===== src/rtl/periph_reg_responder.sv =====
// periph_reg_responder: peripheral register window (ID/CTRL/STATUS/SCRATCH) with a hardware-fed result FIFO
module periph_reg_responder #(
  parameter logic [31:0] ID_VALUE   = 32'h474E_5353,
  parameter int          FIFO_DEPTH = 16
) (
  input  logic        sys_clk,
  input  logic        rst_n,
  input  logic        mem_valid,
  output logic        mem_ready,
  input  logic [31:0] mem_addr,
  input  logic [31:0] mem_wdata,
  input  logic [3:0]  mem_wstrb,
  output logic [31:0] mem_rdata,
  input  logic        push_valid,
  input  logic [31:0] push_data,
  output logic        ctrl_enable,
  output logic        irq
);
  localparam int CNT_W = $clog2(FIFO_DEPTH + 1);
  localparam int AW    = $clog2(FIFO_DEPTH);
  typedef enum logic {IDLE, RESP} state_t;
  state_t state_q, state_d;
  logic [31:0] ctrl_q, ctrl_d, scratch_q, scratch_d, rdata_q, rdata_d, status, rmux, head;
  logic [CNT_W-1:0] count_q, count_d;
  logic [AW-1:0] wr_ptr_q, rd_ptr_q;
  logic [31:0] mem [FIFO_DEPTH];
  logic ovf_q, ovf_d, accept, wr, rd, empty, full, flush, pop, push, ovf_set, ovf_clr;
  logic [5:0] sel;
  logic unused_addr;
  assign unused_addr = ^{mem_addr[31:8], mem_addr[1:0]};
  always_ff @(posedge sys_clk or negedge rst_n)
    if (!rst_n) state_q <= IDLE;
    else state_q <= state_d;
  always_comb state_d = (state_q == IDLE && mem_valid) ? RESP : IDLE;
  always_comb mem_ready = (state_q == RESP);
  assign accept  = (state_q == IDLE) && mem_valid;
  assign wr      = accept && |mem_wstrb;
  assign rd      = accept && !(|mem_wstrb);
  assign sel     = mem_addr[7:2];
  assign empty   = (count_q == '0);
  assign full    = (count_q == CNT_W'(FIFO_DEPTH));
  assign flush   = wr && sel == 6'h1 && mem_wstrb[0] && mem_wdata[1];
  assign pop     = rd && sel == 6'h3 && !empty;
  // A same-edge pop frees a slot, so a push into a full FIFO still lands
  assign push    = push_valid && !flush && (!full || pop);
  assign ovf_set = push_valid && !flush && full && !pop;
  assign ovf_clr = wr && sel == 6'h2 && mem_wstrb[0] && mem_wdata[2];
  assign ovf_d   = ovf_set || (ovf_q && !ovf_clr);
  assign count_d = flush ? '0 : count_q + CNT_W'(push) - CNT_W'(pop);
  assign head    = empty ? '0 : mem[rd_ptr_q];
  always_comb begin
    status = '0;
    status[0] = empty;
    status[1] = full;
    status[2] = ovf_q;
    status[8 +: CNT_W] = count_q;
  end
  always_comb
    rmux = sel == 6'h0 ? ID_VALUE :
           sel == 6'h1 ? ctrl_q :
           sel == 6'h2 ? status :
           sel == 6'h3 ? head :
           sel == 6'h4 ? scratch_q : '0;
  assign rdata_d = rd ? rmux : '0;
  always_comb begin
    ctrl_d = ctrl_q;
    scratch_d = scratch_q;
    for (int b = 0; b < 4; b++) begin
      ctrl_d[8*b +: 8]    = (wr && sel == 6'h1 && mem_wstrb[b]) ? mem_wdata[8*b +: 8] : ctrl_q[8*b +: 8];
      scratch_d[8*b +: 8] = (wr && sel == 6'h4 && mem_wstrb[b]) ? mem_wdata[8*b +: 8] : scratch_q[8*b +: 8];
    end
    ctrl_d[1] = 1'b0;
  end
  always_ff @(posedge sys_clk or negedge rst_n)
    if (!rst_n) begin
      ctrl_q    <= '0;
      scratch_q <= '0;
      rdata_q   <= '0;
      count_q   <= '0;
      wr_ptr_q  <= '0;
      rd_ptr_q  <= '0;
      ovf_q     <= 1'b0;
    end else begin
      ctrl_q    <= ctrl_d;
      scratch_q <= scratch_d;
      ovf_q     <= ovf_d;
      count_q   <= count_d;
      if (accept) rdata_q <= rdata_d;
      wr_ptr_q  <= flush ? '0 : wr_ptr_q + AW'(push);
      rd_ptr_q  <= flush ? '0 : rd_ptr_q + AW'(pop);
    end
  always_ff @(posedge sys_clk)
    if (push) mem[wr_ptr_q] <= push_data;
  assign mem_rdata   = rdata_q;
  assign ctrl_enable = ctrl_q[0];
  assign irq         = ctrl_q[2] && !empty;
endmodule


===== config.mk =====
export PLATFORM = sky130hd
export DESIGN_NAME = periph_reg_responder
export DESIGN_NICKNAME = d
export VERILOG_FILES = /design/src/rtl/periph_reg_responder.sv
export SDC_FILE = /design/constraint.sdc
export NUM_CORES = 1
export LEC_CHECK = 0
export CAP_MARGIN = 5
export CORE_ASPECT_RATIO = 0.5
export CORE_MARGIN = 2
export CORE_UTILIZATION = 38
export CTS_CLUSTER_DIAMETER = 80
export DETAILED_ROUTE_END_ITERATION = 8
export PLACE_DENSITY = 0.58
export SYNTH_ARGS = -nofsm -noshare
export SYNTH_HDL_FRONTEND = slang
export SYNTH_SLANG_ARGS = --single-unit

===== constraint.sdc =====
create_clock -name sys_clk -period 10.3 [get_ports sys_clk]
set_clock_uncertainty 0.15 [all_clocks]
set_input_delay 1.545 -clock sys_clk [delete_from_list [all_inputs] [get_ports sys_clk]]
set_output_delay 1.545 -clock sys_clk [all_outputs]
set_load 0.02 [all_outputs]

==> results of run 1 <==
[per-layer routing]
metal  up-vias  track usage [%]  wire length (um)
met4         0             4.33              1180
li1       5474                -                 -
met5         -                0                 0
met2       359             28.2             27900
met3        75             3.11              3140
met1      6807             24.6             25900
[power by group through the flow]
stage	logic, uW	clock network (uW)	registers (uW)
after floorplan	287	0	3080
after global placement	498	0	3100
after detailed placement	522	0	3110
after CTS	524	2260	3060
after global routing	562	2370	3080
final	517	2220	3060
[logic make-up (layout without fill, tap and decap cells)]
family,count (synthesis),count (layout)
DFF,622,622
muxes,254,254
AOI/OAI and AO/OA,151,151
and+or+nand+nor,141,141
buffers and inverters,81,265
adders and majority gates,11,11
xor gates and xnor gates,7,7
[state kept, by name, indices dropped and copies added (netlist names)]
name,cells
mem,512
mem_rdata,32
scratch_q,32
ctrl_q,31
count_q,5
rd_ptr_q,4
wr_ptr_q,4
mem_ready,1
ovf_q,1
[final cells by class]
class | count | area (sq um)
fill | 5326 | 34700
sequential | 622 | 18100
multi-input combinational | 564 | 6190
clock buffer | 74 | 1550
timing repair buffer | 150 | 1420
tap | 871 | 1090
clock inverter | 31 | 410
inverter | 10 | 37.5
[cell usage in the layout, fill, tap and decap left out, types with 7 or more instances in the layout]
| cell type | instances |
|---|---|
| mux2i_1 | 35 |
| inv_1 | 9 |
| clkinv_2 | 8 |
| a22oi_1 | 21 |
| nor3_2 | 9 |
| nor2_1 | 25 |
| nor4_2 | 7 |
| a222oi_1 | 13 |
| clkbuf_16 | 59 |
| a21oi_1 | 44 |
| buf_4 | 38 |
| a221oi_1 | 31 |
| dfrtp_1 | 107 |
| edfxtp_1 | 512 |
| nand2_1 | 57 |
| and2_1 | 8 |
| clkinv_1 | 8 |
| a41oi_1 | 14 |
| clkdlybuf4s50_1 | 111 |
| o21ai_0 | 8 |
| mux2_2 | 108 |
| mux4_2 | 111 |
| bufinv_16 | 10 |
| ha_1 | 10 |
| clkbuf_1 | 13 |
[metrics by stage]
stage | std cells | cell area (sq um)
5_1_grt | 2322 | 28800
3_5_place_dp | 2215 | 26800
6_report | 2322 | 28800
3_3_place_gp | 2215 | 26800
4_1_cts | 2320 | 28800
2_1_floorplan | 1267 | 24600
[worst reg2reg max path, cell delays in order, from the launching register on]
cell and delay [ps]:
dfrtp_1 360, nand2b_2 120, buf_4 530, inv_2 150
and3_1 250, nand3_1 270, nand3_2 540, nor3_2 1040
buf_4 570
[worst max path at each step]
stage,start,slack (ps),endpoint,depth (start not counted)
global route,mem_valid,4740,mem[3][6],9
finish,mem_valid,4980,mem[3][6],9
detailed placement,mem_valid,4330,mem[3][6],9
global placement,mem_valid,4300,mem[3][19],9
CTS,mem_valid,4950,mem[3][6],9
floorplan,mem_addr[4],4030,mem[1][0],5
==> results.cfg, run 1 <==
[critical_path]
r2r-start = mem_ready
startpoint_type = input pin
regToRegSetupSlack_ps = 5940
crit_fanout = 63
max_stage_delay_ps = 1030
r2r_cells = 8
path_buf_inv = 4
cpMaxStageDelayCell = nor3_2
arrival_ps = 5400
crit_required_ps = 10380
cpMostUsedCell = buf_4
cp_cell_sequence = clkdlybuf4s50_1, nand2b_2, buf_4, inv_2, and3_1, nand3_1, nand3_2, nor3_2, buf_4
crit_path_end_kind = flop
crit_type = input pin to flop
critPathTopFamily = simple AND/OR/NAND/NOR gates
timing.rr.end = mem[3][6]

[final_layout]
drive_gt1_share_pct = 25.5
antenna_cells = 0
final_core_util_pct = 45.4
synthToLayoutAreaGrowth_pct = 17.2
final_nets = 1520

[logic_synthesis]
synthTopCellsByArea = edfxtp_1 62%, dfrtp_1 11%, mux4_2 10%
synth_compound_area_share_pct = 4.48
synth.avg_cell_area_sq_um = 19.4
netlist_instances = 1267
yosysUniqueCellTypes = 52
synthMuxAreaShare_pct = 16.5
synth_top_family_by_area = multiplexers
yosys.area_share.simple_pct = 2.93
synth_common_cells = 512 x edfxtp_1, 111 x mux4_2, 110 x dfrtp_1, 108 x mux2_2, 57 x nand2_1
ys_seq_area_share_pct = 73.7
ys_ff_latch = 622
synth_ff_type = edfxtp_1
syn-cell-area_sq_mm = 0.0246
synthAdderAreaFrac_pct = 0.590
synth-warning-count = 0
yosysTopAreaCellShare_pct = 62.5
syn_nets = 1382
synthArstFlopShare_pct = 17.7
synth_top_area_cell = edfxtp_1
synth-xor-area-share_pct = 0.249
synth_most_common_cell = edfxtp_1
synth_edf_count = 512

[drt]
drt-initial-drc-count = 1376
dr.pass1.iters = 5
vias = 12700
routed_wirelength_mm = 58.1
drc = 0
routedWlPerCell_um = 25.0
avgViaCountPerCell = 5.48
ant_nets = 0

[timing]
rsz0062_at_grt = false
hold_violations = 0
tightest_slew_ps = 1150
slew_headroom_pct = 23.2
slew_violations = 0
timing.hold.ws_ps = 357
timing.final.crit_share_pct = 51.6
period_minus_slack_ps = 5320
finalSetupViolations = 0
worst_slack_ps = 4980
fmax_mhz = 188
fin_tns_setup_ps = 0

[floorplan]
pin_count = 139
fp-row-count = 65
die_x_um = 364
fp.dieH_um = 184
core_sq_mm = 0.0635
die_area_sq_mm = 0.0669
start_util_pct = 38.7

[clock_tree]
clock_sinks = 622
post_cts_buffers = 0
cts-htree-levels = 2
cts_hold_buffers = 0
root_buffer = clkbuf_16
clk_pin_slew_ps = 60
cts_resized = 0
clkLatencyLatePin_ps = 590
numCtsBuffers = 57
cts_tree = yes
clk_path_buf_depth = 3

[grt]
grt_pass1_wl_mm = 86.3
grt_max_degree = 66
grt_util_all_layers_pct = 17.5
overflow = 0
first_global_vias = 13100
grt_antenna_before_repair = 0

[pwr]
swShare_pct = 22.9
p_clk_share_pct = 38.3
power_uw = 5800
p_int_uw = 4470
p_comb_share_pct = 8.9
max-vdd-ir-drop_mv = 0.120
seqPwrFrac_pct = 52.8
p_leak_uw = 0.00933
p_per_area_mw_per_mm2 = 201
p_sw_uw = 1330

[hold_path]
min_from = scratch_q[3]
holdPathEnd = scratch_q[3]
min_path_cells = 1
hold_class = flop to flop

[job]
maxCapViolCount = 0

[outcome]
outcome = completed

[placed_design]
portBuffers = 112
place.gp.congestion = 0.788
post-place-ws_ps = 4330
dpl.hpwl_mm = 35.6
(Power assumes the default switching activity.)
==> run 2: changes to the inputs <==
==> constraint.sdc (replaced) <==
create_clock -name sys_clk -period 4.95 [get_ports sys_clk]
set_clock_uncertainty 0.15 [all_clocks]
set_input_delay 0.7425 -clock sys_clk [delete_from_list [all_inputs] [get_ports sys_clk]]
set_output_delay 0.7425 -clock sys_clk [all_outputs]
set_load 0.02 [all_outputs]
==> results.cfg, run 2 (synthesis gave the netlist of run 1 again) <==
[outcome]
outcome = completed

[drt]
drc = 0
drt-initial-drc-count = 1168
vias = 12700
ant_nets = 0
dr.pass1.iters = 7
routed_wirelength_mm = 58.1
avgViaCountPerCell = 5.46
routedWlPerCell_um = 24.9

[placed_design]
post-place-ws_ps = 798
dpl.hpwl_mm = 35.0
portBuffers = 112
place.gp.congestion = 0.786
place_area_sq_mm = 0.0270

[clock_tree]
clock_sinks = 622
root_buffer = clkbuf_16
clk_path_buf_depth = 3
numCtsBuffers = 57
cts_resized = 0
cts-htree-levels = 2
cts_tree = yes
post_cts_buffers = 0
clkLatencyLatePin_ps = 610
clk_pin_slew_ps = 70
cts_hold_buffers = 0

[final_layout]
mostFrequentLayoutCells = 512 x edfxtp_1, 111 x mux4_2, 111 x clkdlybuf4s50_1, 108 x mux2_2, 107 x dfrtp_1
final_common_cell = edfxtp_1
largest-register = mem
drive_gt1_share_pct = 26.1
final_core_util_pct = 45.5
synthToLayoutAreaGrowth_pct = 17.4
finish.instance_area_sq_mm = 0.0289
largest_register_ff_count = 512
final_nets = 1528

[critical_path]
crit_path_end_kind = output port
arrival_ps = 2770
crit_type = flop to output port
timing.rr.end = count_q[4]
crit_fanout = 5
r2r_cells = 14
crit_required_ps = 4060
startpoint_type = flop
regToRegSetupSlack_ps = 1460
r2r-start = count_q[2]

[timing]
hold_violations = 0
rsz0062_at_grt = false
worst_slack_ps = 1290
slew_violations = 0
slew_headroom_pct = 10.4
fmax_mhz = 273
timing.final.crit_share_pct = 73.9
tightest_slew_ps = 1340
finalSetupViolations = 0
period_minus_slack_ps = 3660

[floorplan]
die_x_um = 364
fp-row-count = 65
die_area_sq_mm = 0.0669
core_sq_mm = 0.0635
start_util_pct = 38.7
pin_count = 139
fp.dieH_um = 184

[pwr]
max-vdd-ir-drop_mv = 0.285
p_leak_uw = 0.00936
p_per_area_mw_per_mm2 = 412
power_uw = 11900

[grt]
overflow = 0
grt_max_degree = 69
met2_usage_pct = 28.3
grt_busiest_layer = met2
met3_usage_pct = 2.63
grt_antenna_before_repair = 1
grt_util_all_layers_pct = 17.6
first_global_vias = 13400
grt.met1_usage_pct = 24.7
grt_pass1_wl_mm = 86.9

[job]
maxCapViolCount = 0

[hold_path]
hold_class = input pin to async pin
[run 2: cell types whose count changed in the layout (fill, tap and decap cells not counted), moves of 2 or more]
cell	before	now
bufinv_16	10	6
clkinv_2	8	10
clkinv_4	0	3
buf_12	0	5
buf_4	38	42
clkinv_1	8	12
clkbuf_1	13	8
[run 2: through the flow]
stage	instances	hold WS, ps	TNS, ps
2_1_floorplan	1267	297	-98930
3_3_place_gp	2225	338	0
3_5_place_dp	2225	343	0
4_1_cts	2333	125	0
5_1_grt	2334	161	0
6_report	2334	102	0
[run 2: final cells by class]
class,instances,area [sq um]
Fill cell,5304,34600
Sequential cell,622,18100
Multi-Input combinational cell,564,6190
Clock buffer,69,1530
Timing Repair Buffer,158,1530
Tap cell,871,1090
Clock inverter,39,380
Inverter,10,37.5
Antenna cell,1,2.50
[run 2: how the worst max path moves through the flow]
stage	start	endpoint	slack (ps)	cells after the start
2_1_floorplan	mem_addr[4]	mem[1][0]	-520	5
3_3_place_gp	mem_addr[4]	count_q[4]	800	15
3_5_place_dp	mem_addr[4]	count_q[4]	800	15
4_1_cts	count_q[2]	irq	1250	5
5_1_grt	mem_addr[4]	count_q[4]	1120	15
6_report	count_q[2]	irq	1290	5
[run 2: worst max-delay path, stage by stage, from the launching register on]
cell and delay [ps]:
dfrtp_1 450, inv_1 110, ha_1 200, nor4b_2 660, nor2b_1 140, clkdlybuf4s50_1 590
[run 2: metal layers]
| layer | routed length (um) | up-vias | part of all wire (%) |
|---|---|---|---|
| met2 | 27800 | 369 | 48 |
| met3 | 2710 | 94 | 4.7 |
| li1 | - | 5489 | - |
| met1 | 25900 | 6795 | 45 |
| met4 | 1690 | 0 | 2.9 |
| met5 | 0 | - | 0 |
[run 2: power breakdown]
group / switching [uW] / total [uW] / internal, uW
clock network: 1940 / 4470 / 2540
logic: 683 / 1070 / 385
registers: 183 / 6370 / 6180
total: 2800 / 11900 / 9110
==> run 3: changes to the inputs <==
==> constraint.sdc (replaced) <==
create_clock -name sys_clk -period 3.6 [get_ports sys_clk]
set_clock_uncertainty 0.15 [all_clocks]
set_input_delay 0.54 -clock sys_clk [delete_from_list [all_inputs] [get_ports sys_clk]]
set_output_delay 0.54 -clock sys_clk [all_outputs]
set_load 0.02 [all_outputs]
==> results.cfg, run 3 (synthesis gave the netlist of run 1 again) <==
[outcome]
outcome = completed

[critical_path]
arrival_ps = 2550
r2r_cells = 14
startpoint_type = flop
max_stage_delay_ps = 630
crit_type = flop to output port
timing.rr.end = count_q[4]
path_buf_inv = 3
r2r-start = count_q[2]
crit_fanout = 4
crit_path_end_kind = output port
crit_required_ps = 2910
critPathTopFamily = buffers and inverters
cp_cell_sequence = inv_1, ha_1, nor4b_2, buf_4, nor2b_1, clkdlybuf4s50_1
cpMaxStageDelayCell = clkdlybuf4s50_1
regToRegSetupSlack_ps = 620

[pwr]
p_leak_uw = 0.00958
max-vdd-ir-drop_mv = 0.358
p_per_area_mw_per_mm2 = 557

[timing]
fin_tns_setup_ps = 0
timing.final.crit_share_pct = 90.0
finalSetupViolations = 0
period_minus_slack_ps = 3240
hold_violations = 0
slew_violations = 0
slew_headroom_pct = 38.5
tightest_slew_ps = 923
fmax_mhz = 309
rsz0062_at_grt = false

[clock_tree]
numCtsBuffers = 56
clk_pin_slew_ps = 60
root_buffer = clkbuf_16
clkLatencyLatePin_ps = 600
post_cts_buffers = 0
cts-htree-levels = 2
cts_tree = yes
clk_path_buf_depth = 3
clock_sinks = 622

[drt]
drc = 0
avgViaCountPerCell = 5.52
routedWlPerCell_um = 25.5
vias = 13000
dr.pass1.iters = 5
routed_wirelength_mm = 60.0
drt-initial-drc-count = 1352
ant_nets = 0

[final_layout]
mostFrequentLayoutCells = 512 x edfxtp_1, 111 x mux4_2, 111 x clkdlybuf4s50_1, 108 x mux2_2, 107 x dfrtp_1
antenna_cells = 0
final_common_cell = edfxtp_1
largest_register_ff_count = 512
final_nets = 1561
drive_gt1_share_pct = 27.3
largest-register = mem
synthToLayoutAreaGrowth_pct = 19.5
final_core_util_pct = 46.3

[floorplan]
pin_count = 139
die_area_sq_mm = 0.0669
core_sq_mm = 0.0635
start_util_pct = 38.7
fp-row-count = 65
die_x_um = 364
fp.dieH_um = 184

[placed_design]
place.gp.congestion = 0.842
dpl.hpwl_mm = 37.2
portBuffers = 112

[grt]
met3_usage_pct = 2.77
overflow = 0
grt_busiest_layer = met2
grt_antenna_before_repair = 0
grt_pass1_wl_mm = 89.8
grt_util_all_layers_pct = 18.2
grt.met1_usage_pct = 25.6
first_global_vias = 13700
met2_usage_pct = 29.0
grt_max_degree = 69

[job]
maxCapViolCount = 0

[hold_path]
holdPathEnd = scratch_q[5]
min_from = scratch_q[5]
hold_class = flop to flop
min_path_cells = 1
run 3: cell count changes in the layout (fill, tap and decap cells not counted), moves of 6 or more:
cell / before / now
buf_12: 5 / 26
buf_4: 42 / 54
clkinv_1: 12 / 6
nor3_4: 1 / 8
nor4_4: 1 / 7
nor4_2: 7 / 1
nor3_2: 9 / 2
run 3: area by class of cell:
cell class	count	area [sq um]
clock inverter	25	285
clock buffer	72	1510
fill	5285	34100
inverter	10	37.5
timing repair buffer	192	2050
tap	871	1090
multi-input combinational	564	6290
sequential	622	18100
run 3: power breakdown:
part	internal (uW)	switching (uW)	total, uW
registers	8500	281	8780
clock network	3380	2540	5930
logic	631	1020	1660
run 3: metal layers:
layer	wire, um	part of all wire (%)
met5	0	0
met4	1840	3.1
met3	2920	4.9
met2	28400	47
met1	26800	45
run 3: worst max-delay path by stage:
stage / startpoint / endpoint / slack [ps] / cells after the start
3_5_place_dp: mem_wstrb[3] / count_q[4] / -160 / 16
5_1_grt: mem_wstrb[3] / count_q[4] / 190 / 16
2_1_floorplan: mem_addr[4] / mem[9][0] / -820 / 5
6_report: count_q[2] / irq / 360 / 6
4_1_cts: count_q[2] / irq / 320 / 6
3_3_place_gp: mem_wstrb[3] / count_q[4] / -130 / 16
run 3: what timing repair did:
item | in CTS | in global routing
endpoints found under the hold margin | 67 | 0
hold buffers | 1 | 0
gates resized for setup | 0 | 0
run 3: per-stage QoR:
step	hold WS [ps]	area, sq um	setup WS (ps)	cells	power (uW)
after floorplan	94.4	24700	-818	1267	9700
after global placement	338	27600	-128	2258	10500
after detailed placement	344	27600	-164	2258	10600
after CTS	358	29400	317	2356	16500
after global routing	365	29400	192	2356	17000
final	357	29400	359	2356	16400
